===== config.mk =====
export PLATFORM = sky130hd
export DESIGN_NAME = fetch_ctrl
export DESIGN_NICKNAME = d
export VERILOG_FILES = /design/src/rtl/fetch_ctrl_pkg.sv /design/src/rtl/fetch_hold_buf.sv /design/src/rtl/fetch_ctrl.sv
export SDC_FILE = /design/constraint.sdc
export NUM_CORES = 1
export LEC_CHECK = 0
export CORE_MARGIN = 5
export CORE_UTILIZATION = 30
export DETAILED_ROUTE_END_ITERATION = 16
export GPL_ROUTABILITY_DRIVEN = 0
export GPL_TIMING_DRIVEN = 0
export PLACE_DENSITY = 0.66
export SETUP_SLACK_MARGIN = 0.2
export SYNTH_ARGS = -nofsm -noshare
export SYNTH_HDL_FRONTEND = slang
export SYNTH_SLANG_ARGS = --single-unit

===== constraint.sdc =====
create_clock -name clk -period 4 [get_ports clk]
set_input_delay 0.8 -clock clk [delete_from_list [all_inputs] [get_ports clk]]
set_output_delay 0.8 -clock clk [all_outputs]
set_load 0.05 [all_outputs]

===== src/rtl/fetch_ctrl_pkg.sv =====
// fetch_ctrl_pkg
// Shared definitions for the IF-stage fetch sequencer:
//   fetch_state_t : sequencer states
//   redir_src_t   : which source feeds next_pc (exported for trace/debug)
//   INST_NOP      : instruction presented to IF/ID while nothing is live
package fetch_ctrl_pkg;

   typedef enum logic [1:0] {
      RST_IDLE = 2'd0,
      FETCH    = 2'd1,
      KILL     = 2'd2,
      STALLED  = 2'd3
   } fetch_state_t;

   typedef enum logic [1:0] {
      SRC_SEQ  = 2'd0,
      SRC_BR   = 2'd1,
      SRC_JALR = 2'd2,
      SRC_PEND = 2'd3
   } redir_src_t;

   localparam logic [31:0] INST_NOP = 32'h0000_0013;

endpackage


===== src/rtl/fetch_hold_buf.sv =====
// fetch_hold_buf
// One-entry holding register for an instruction response that arrives while
// the pipeline is stalled.
// Ports:
//   clk     : clock
//   reset   : asynchronous, active-low reset
//   i_load  : capture i_data
//   i_clear : return the buffer to zero (takes priority over i_load)
//   i_data  : instruction to capture
//   o_data  : buffered instruction
module fetch_hold_buf #(
   parameter int size = 32
) (
   input  logic            clk,
   input  logic            reset,
   input  logic            i_load,
   input  logic            i_clear,
   input  logic [size-1:0] i_data,
   output logic [size-1:0] o_data
);

   logic [size-1:0] r_data;

   // Clear wins so a redirect in the same cycle can never leave stale data.
   always_ff @(posedge clk or negedge reset) begin
      if (!reset) begin
         r_data <= '0;
      end else if (i_clear) begin
         r_data <= '0;
      end else if (i_load) begin
         r_data <= i_data;
      end
   end

   assign o_data = r_data;

endmodule


===== src/rtl/fetch_ctrl.sv =====
// fetch_ctrl
// Fetch sequencer: owns the imem request/ack handshake, chooses the PC load
// value (sequential, ID branch/JAL, EX JALR, or a redirect remembered while a
// request was outstanding), applies stalls and delivers a valid-qualified
// instruction to IF/ID.
// Ports:
//   clk, reset                : clock, asynchronous active-low reset
//   pc_cur                    : current PC (word addressed, step is +1)
//   stall                     : hazard-unit stall
//   br_req/br_target          : taken branch/JAL from ID
//   jalr_req/jalr_target      : JALR from EX (older, wins over br_req)
//   imem_req/imem_ack/rdata   : instruction memory handshake
//   pc_we/next_pc             : combinational PC register load
//   if_valid/if_instr         : registered instruction to IF/ID
//   flush_id                  : combinational kill of the ID instruction
module fetch_ctrl #(
   parameter int              size     = 32,
   parameter logic [size-1:0] INST_NOP = fetch_ctrl_pkg::INST_NOP
) (
   input  logic            clk,
   input  logic            reset,
   input  logic [size-1:0] pc_cur,
   input  logic            stall,
   input  logic            br_req,
   input  logic [size-1:0] br_target,
   input  logic            jalr_req,
   input  logic [size-1:0] jalr_target,
   output logic            imem_req,
   input  logic            imem_ack,
   input  logic [size-1:0] imem_rdata,
   output logic            pc_we,
   output logic [size-1:0] next_pc,
   output logic            if_valid,
   output logic [size-1:0] if_instr,
   output logic            flush_id
);

   import fetch_ctrl_pkg::*;

   fetch_state_t    r_state;
   logic            r_if_valid;
   logic [size-1:0] r_if_instr;
   logic [size-1:0] r_pend_tgt;

   logic            w_redir;
   logic [size-1:0] w_tgt;
   redir_src_t      w_redir_src;
   redir_src_t      w_src;
   logic            w_pc_we;
   logic            w_imem_req;
   logic [size-1:0] w_next_pc;
   logic            w_hold_load;
   logic            w_hold_clear;
   logic [size-1:0] w_hold_data;

   // JALR is the older instruction, so it squashes a same-cycle branch.
   assign w_redir     = jalr_req | br_req;
   assign w_tgt       = jalr_req ? jalr_target : br_target;
   assign w_redir_src = jalr_req ? SRC_JALR : SRC_BR;

   // Request and PC-load decisions; a redirect always beats a stall.
   always_comb begin
      w_imem_req = 1'b0;
      w_pc_we    = 1'b0;
      w_src      = SRC_SEQ;
      case (r_state)
         FETCH: begin
            w_imem_req = ~stall;
            if (imem_ack) begin
               w_pc_we = 1'b1;
               w_src   = w_redir ? w_redir_src : SRC_SEQ;
            end
         end
         KILL: begin
            w_imem_req = 1'b1;
            if (imem_ack) begin
               w_pc_we = 1'b1;
               w_src   = w_redir ? w_redir_src : SRC_PEND;
            end
         end
         STALLED: begin
            if (w_redir) begin
               w_pc_we = 1'b1;
               w_src   = w_redir_src;
            end
         end
         default: ;
      endcase
   end

   // next_pc reads zero whenever the PC is not being loaded.
   always_comb begin
      w_next_pc = '0;
      if (w_pc_we) begin
         case (w_src)
            SRC_SEQ:  w_next_pc = pc_cur + {{(size-1){1'b0}}, 1'b1};
            SRC_BR:   w_next_pc = br_target;
            SRC_JALR: w_next_pc = jalr_target;
            SRC_PEND: w_next_pc = r_pend_tgt;
            default:  w_next_pc = '0;
         endcase
      end
   end

   assign w_hold_load  = (r_state == FETCH) & imem_ack & ~w_redir & stall;
   assign w_hold_clear = (r_state == STALLED) & (w_redir | ~stall);

   fetch_hold_buf #(.size(size)) u_hold_buf (
      .clk     (clk),
      .reset   (reset),
      .i_load  (w_hold_load),
      .i_clear (w_hold_clear),
      .i_data  (imem_rdata),
      .o_data  (w_hold_data)
   );

   // Main sequencer. if_instr is forced to NOP whenever if_valid drops so
   // IF/ID never sees a stale instruction word.
   always_ff @(posedge clk or negedge reset) begin
      if (!reset) begin
         r_state    <= RST_IDLE;
         r_if_valid <= 1'b0;
         r_if_instr <= INST_NOP;
         r_pend_tgt <= '0;
      end else begin
         case (r_state)
            RST_IDLE: begin
               r_state <= FETCH;
            end
            FETCH: begin
               if (imem_ack) begin
                  if (w_redir) begin
                     r_if_valid <= 1'b0;
                     r_if_instr <= INST_NOP;
                  end else if (!stall) begin
                     r_if_valid <= 1'b1;
                     r_if_instr <= imem_rdata;
                  end else begin
                     r_state <= STALLED;
                  end
               end else if (w_redir) begin
                  // The in-flight response belongs to the wrong path; wait it out.
                  r_pend_tgt <= w_tgt;
                  r_state    <= KILL;
                  r_if_valid <= 1'b0;
                  r_if_instr <= INST_NOP;
               end else if (!stall) begin
                  r_if_valid <= 1'b0;
                  r_if_instr <= INST_NOP;
               end
            end
            KILL: begin
               r_if_valid <= 1'b0;
               r_if_instr <= INST_NOP;
               if (w_redir) begin
                  r_pend_tgt <= w_tgt;
               end
               if (imem_ack) begin
                  r_state <= FETCH;
               end
            end
            STALLED: begin
               if (w_redir) begin
                  r_if_valid <= 1'b0;
                  r_if_instr <= INST_NOP;
                  r_state    <= FETCH;
               end else if (!stall) begin
                  r_if_valid <= 1'b1;
                  r_if_instr <= w_hold_data;
                  r_state    <= FETCH;
               end
            end
            default: begin
               r_state <= RST_IDLE;
            end
         endcase
      end
   end

   assign imem_req = w_imem_req;
   assign pc_we    = w_pc_we;
   assign next_pc  = w_next_pc;
   assign if_valid = r_if_valid;
   assign if_instr = r_if_instr;
   assign flush_id = jalr_req & (r_state != RST_IDLE);

endmodule

* Word-level counts from Yosys, hierarchy flattened *
Index checks and enable logic that the tools add are counted.

word-level totals
  register bits = 99
  bits in latches = 0
  RAM bits = 0
  bits in read-only memories = 0
  logic and storage cells = 80
  memories kept = 0

operators by class
  add/subtract/negate cells = 1
  $mul = 0
  divide/modulo/power cells = 0
  $lt $le $gt $ge = 0
  eq/ne operators = 14
  shift operators = 0
  multiplexer cells = 40
  bitwise gates (word level) = 9
  reductions and logical operators = 11

operators with widths
  kind                                                  count
  two-way mux 32 bit                                    13
  one-hot mux 32 bit (4 select lines)                   1
  one-hot mux 32 bit (3 select lines)                   1
  one-hot mux 32 bit (2 select lines)                   1
  adder 32 x 1 -> 32 bit (second input constant)        1
  two-way mux 2 bit                                     12
  inequality test 3 bit (second input constant)         5
  equality test 2 bit (second input constant)           4
  one-hot mux 2 bit (4 select lines)                    1
  two-way mux 1 bit                                     7
  one-hot mux 2 bit (3 select lines)                    1
  nonzero test 2 bit                                    3
  bitwise AND 1 bit                                     5
  AND reduction 5 bit                                   1
  equality test 2 x 1 -> 1 bit (second input constant)  2
  zero test 2 bit                                       2
  inequality test 2 bit (second input constant)         2
  inequality test 4 bit (second input constant)         1
  one-hot mux 1 bit (2 select lines)                    2
  AND reduction 2 bit                                   2
  one-hot mux 1 bit (3 select lines)                    1
  AND reduction 3 bit                                   1
  nonzero test 3 bit                                    1
  inverter 1 bit                                        2
  other kinds (2)                                       3

* Depth between registers and ports, before layout *
  word-level depth = 7
  gate-level depth with buffers = 9
  depth with buffers taken out = 7

* Modules after synthesis *
Synthesis repeated with hierarchy kept, for this count alone.

second synthesis, totals
  cells, all modules = 663
  area total of the unflattened synthesis = 6288.5 µm²

by module, submodules not included
  module          instances  cells an instance  area each (µm²)  seq. area each (µm²)
  fetch_ctrl      1          560                4964.8           1680.4
  fetch_hold_buf  1          103                1323.8           800.8

* Worst setup path before layout *
Ideal clock, no wire load.

  path type = input-to-output
  start point = input port jalr_req
  end point = output port next_pc[1]
  arrival = 3.083 ns
  required time = 3.200 ns
  slack = 0.117 ns
  stages = 7
  buffers on the path = 3
  cell sequence = buf_2 buf_6 o21ai_1 a21oi_2 clkbuf_1 o221ai_1 a21oi_1

on the way
  elaborated cells between the ends (all ways) = 15
  classes of those cells = eq/ne: 3; mux: 10; bitwise: 1; reduce/logical: 1

RTL lines
  item                                line              RTL
  from (decl)                         fetch_ctrl.sv:26  input logic jalr_req,
  bitwise OR 1 bit                    fetch_ctrl.sv:57  assign w_redir = jalr_req | br_req;
  two-way mux 1 bit                   fetch_ctrl.sv:82  if (w_redir) begin
  one-hot mux 1 bit (2 select lines)  fetch_ctrl.sv:66  case (r_state)
  net pc_we                           fetch_ctrl.sv:31  output logic pc_we,
  two-way mux 32 bit                  fetch_ctrl.sv:94  if (w_pc_we) begin
  to (decl)                           fetch_ctrl.sv:32  output logic [size-1:0] next_pc,

The timed path passes the listed nets, and every way through them passes these cells.

* Final worst setup path *
  start point = input port imem_ack
  end point = output port next_pc[23]

on the way
  longest elaborated chain between the ends = 5
  elaborated cells between the ends (all ways) = 11
  classes of those cells = eq/ne: 3; mux: 7; reduce/logical: 1

RTL lines
  item                                               line                                RTL
  from (decl)                                        fetch_ctrl.sv:29                    input logic imem_ack,
  two-way mux 2 bit, on equally long branches        fetch_ctrl.sv:76, fetch_ctrl.sv:69
  one-hot mux 2 bit (3 select lines)                 fetch_ctrl.sv:66
  equality test 2 bit, or another cell as far along  fetch_ctrl.sv:95                    case (w_src)
  one-hot mux 32 bit (4 select lines)                fetch_ctrl.sv:95
  two-way mux 32 bit *                               fetch_ctrl.sv:94

Mark *: on every way between the ends. The rest lies on a longest branch, timed or not.

==> results.json <==
{
  "cts-root-buf": "clkbuf_16",
  "wl_per_cell_um": 19.4,
  "holdBufCountCts": 0,
  "syn2layout_area_growth_pct": 44.3,
  "drc": 0,
  "slew_viol_final": 0,
  "start_util_pct": 30.6,
  "syn_inst": 611,
  "cts_buffer_depth": 2,
  "wl_um": 21300,
  "insertion_delay_ns": 0.36,
  "worst_pin_slew_ns": 0.825,
  "ys_seq_area_share_pct": 40.0,
  "syn-cell-area_um2": 6210,
  "setup.worst_path.end_class": "output pin",
  "hold_slack_ns": 0.415,
  "max_freq_mhz": 268,
  "die_width_um": 154,
  "hold_viol_final": 0,
  "drtPass1Iterations": 4,
  "synth.distinct_cells": 52,
  "slowest_stage": "clkdlybuf4s50_1",
  "p_per_area_nw_per_um2": 747,
  "p_comb_share_pct": 64.7,
  "hpwl_um": 15800,
  "r2r_start": "r_state[0]",
  "clk_pin_slew_ns": 0.08,
  "die_h_um": 154,
  "critPathTopFamily": "buffers and inverters",
  "synth_seq_cells": 99,
  "p_sw_uw": 3500,
  "swShare_pct": 52.2,
  "io-pin-count": 202,
  "placementRows": 52,
  "cp_max_fo": 10,
  "n_antenna_cell": 0,
  "layout_min_cycle_time_ns": 3.74,
  "min_path_type": "in -> async",
  "cts_made_buffers": 9,
  "fp.coreArea_um2": 20300,
  "vias": 5691,
  "pwr-share-seq_pct": 21.6,
  "critPathMaxStageDelay_ns": 0.55,
  "h-tree-depth": 3,
  "path_cells": "clkdlybuf4s50_1 > clkbuf_4 > o21ai_1 > a21o_1 > buf_2 > clkbuf_4 > a221oi_2 > buf_6",
  "multiInputGateArea_um2": 3510,
  "worst_clock_skew_ns": 0.00565,
  "cts_sinks": 99,
  "grt_pass1_vias": 5889,
  "synth_edf_count": 0,
  "ant_nets": 0,
  "grtUsageTotal_pct": 17.6,
  "cts_tree": "done",
  "dieArea_um2": 23700,
  "synth_compound_area_share_pct": 22.8,
  "grt_overflow": 0,
  "cp_num_buf_inv": 5,
  "syn_avg_cell_area_um2": 10.2,
  "grt_max_degree": 67,
  "drive_gt1_share_pct": 16.6,
  "drt_iter0_markers": 264,
  "timing.slew.headroom_pct": 45.0,
  "synth_top_family_by_area": "compound AO/OA/AOI/OAI gates",
  "cp.arrival_ns": 2.94,
  "synth_xor_xnor_area_share_pct": 4.09,
  "nets": 968,
  "synth_simple_gate_area_share_pct": 11.4,
  "synth_fa_ha_area_share_pct": 1.21,
  "p_leak_uw": 0.00379,
  "syn_nets": 751,
  "cpMostUsedCell": "clkbuf_4",
  "antenna_found_initial": 0,
  "cp-start-kind": "input pin",
  "muxShareOfSynthArea_pct": 16.0,
  "utilization_pct": 44.1,
  "regArea_um2": 2480,
  "clock_power_share_pct": 13.7,
  "synth_flop_cell": "dfrtp_1",
  "vdd_ir_drop_max_uv": 291,
  "synth-warning-count": 0,
  "rsz0062_at_grt": "yes",
  "power.internal_uw": 3200,
  "post_drt_via_cell_ratio": 5.16,
  "io_buffers": 199,
  "crit_type": "in -> out",
  "async_reset_ff_share_pct": 100,
  "status": "finished, final reports clean",
  "setup_viol": 0,
  "crit_start": "imem_ack",
  "cap_violations": 0,
  "min_period_over_period_pct": 93.4,
  "grt_pass1_wl_um": 33500,
  "cp.required_ns": 3.20,
  "fillers": 2004
}
## through the flow
stage	area [µm²]	power [µW]	TNS (ns)	instances	setup slack (ns)
after floorplan	6230	4420	0	611	0.205
after global placement	8560	5800	-215.03	1080	-2.05
after detailed placement	8590	5830	-16.98	1081	-0.656
after CTS	8830	6630	0	1099	0.0697
after global routing	8960	7100	0	1103	0.186
final	8960	6700	0	1103	0.264
## synth_stat cells (all sizes together) (11+ instances only)
cell / count / area, µm²
dfrtp: 96 / 2400
nand2: 40 / 150
nor2: 48 / 200
mux2i: 98 / 981
nand4: 12 / 81.3
xor2: 24 / 210
a22o: 28 / 245
clkbuf: 21 / 78.8
nand3: 11 / 60.1
o31ai: 29 / 218
o21ai: 34 / 170
a221oi: 27 / 362
a21oi: 48 / 255
buf: 29 / 181
## worst paths after layout
check | end | slack (ns) | cells after the start
worst max-delay path | next_pc[23] | 0.26 | 8
worst min-delay path | r_pend_tgt[20] | 0.42 | 1
worst max register to register | r_pend_tgt[29] | 1.65 | 8
worst min register to register | if_instr[28] | 0.49 | 2
max in group asynchronous | if_instr[4] | 2.83 | 2
min in group clk | if_instr[28] | 0.49 | 2
## cell usage in the layout, fill, tap and decap left out, drive strengths merged, types with 6 or more instances in the layout
cell type,synthesis,final
a21oi,48,48
a221oi,27,27
a22o,28,28
and3,7,7
buf,29,60
clkbuf,21,38
clkdlybuf4s50,0,161
dfrtp,96,96
ha,6,6
inv,5,9
mux2i,98,98
nand2,40,40
nand3,11,11
nand4,12,12
nor2,48,48
o21ai,34,34
o31ai,29,29
xor2,24,24
## logic make-up after synthesis
kind of cell / after synthesis
adder cells (fa/ha/maj): 6
AO/OA/AOI/OAI: 186
AND/OR/NAND/NOR: 137
multiplexers: 99
buffers and inverters: 55
XOR/XNOR: 29
flip-flops: 99
## power groups by stage
stage	combinational (µW)	sequential, µW	clock [µW]
after floorplan	2750	1660	0
after global placement	4340	1460	0
after global routing	4640	1480	981
after detailed placement	4370	1460	0
after CTS	4230	1450	951
final	4330	1450	917
## repair_timing
item	4_1_cts	5_1_grt
gates resized for setup	173	59
setup buffers	2	4
pin swaps	1	5
hold endpoints to repair	0	0
setup endpoints to repair	33	32
cloned	0	0
## sequential cells by signal (all words and copies together) (netlist names)
register,count
if_instr,32
r_state,2
if_valid,1
u_hold_buf.o_data,32
r_pend_tgt,32
## layer usage
layer  routed length, µm  GRT usage (%)
met5                   0              0
met4                 217           3.07
met3                1540           5.00
met2                9870           28.9
met1                9720           23.5
## final cells by class
class | count | area share [%]
inverter | 5 | 0.209
multi-input combinational | 457 | 39.2
sequential | 99 | 27.7
buffer | 50 | 3.16
tap | 270 | 3.77
clock inverter | 7 | 0.964
clock buffer | 9 | 2.51
timing repair buffer | 206 | 22.5
## worst register-to-register path: stages (launching register included)
cell and delay [ns]:
dfrtp_1 0.41, inv_1 0.19, ha_1 0.17, buf_2 0.21
o22ai_1 0.13, a21oi_2 0.46, clkbuf_1 0.49, nor2_1 0.09
a21oi_1 0.14
No activity file was read; power rests on OpenSTA's default activity.
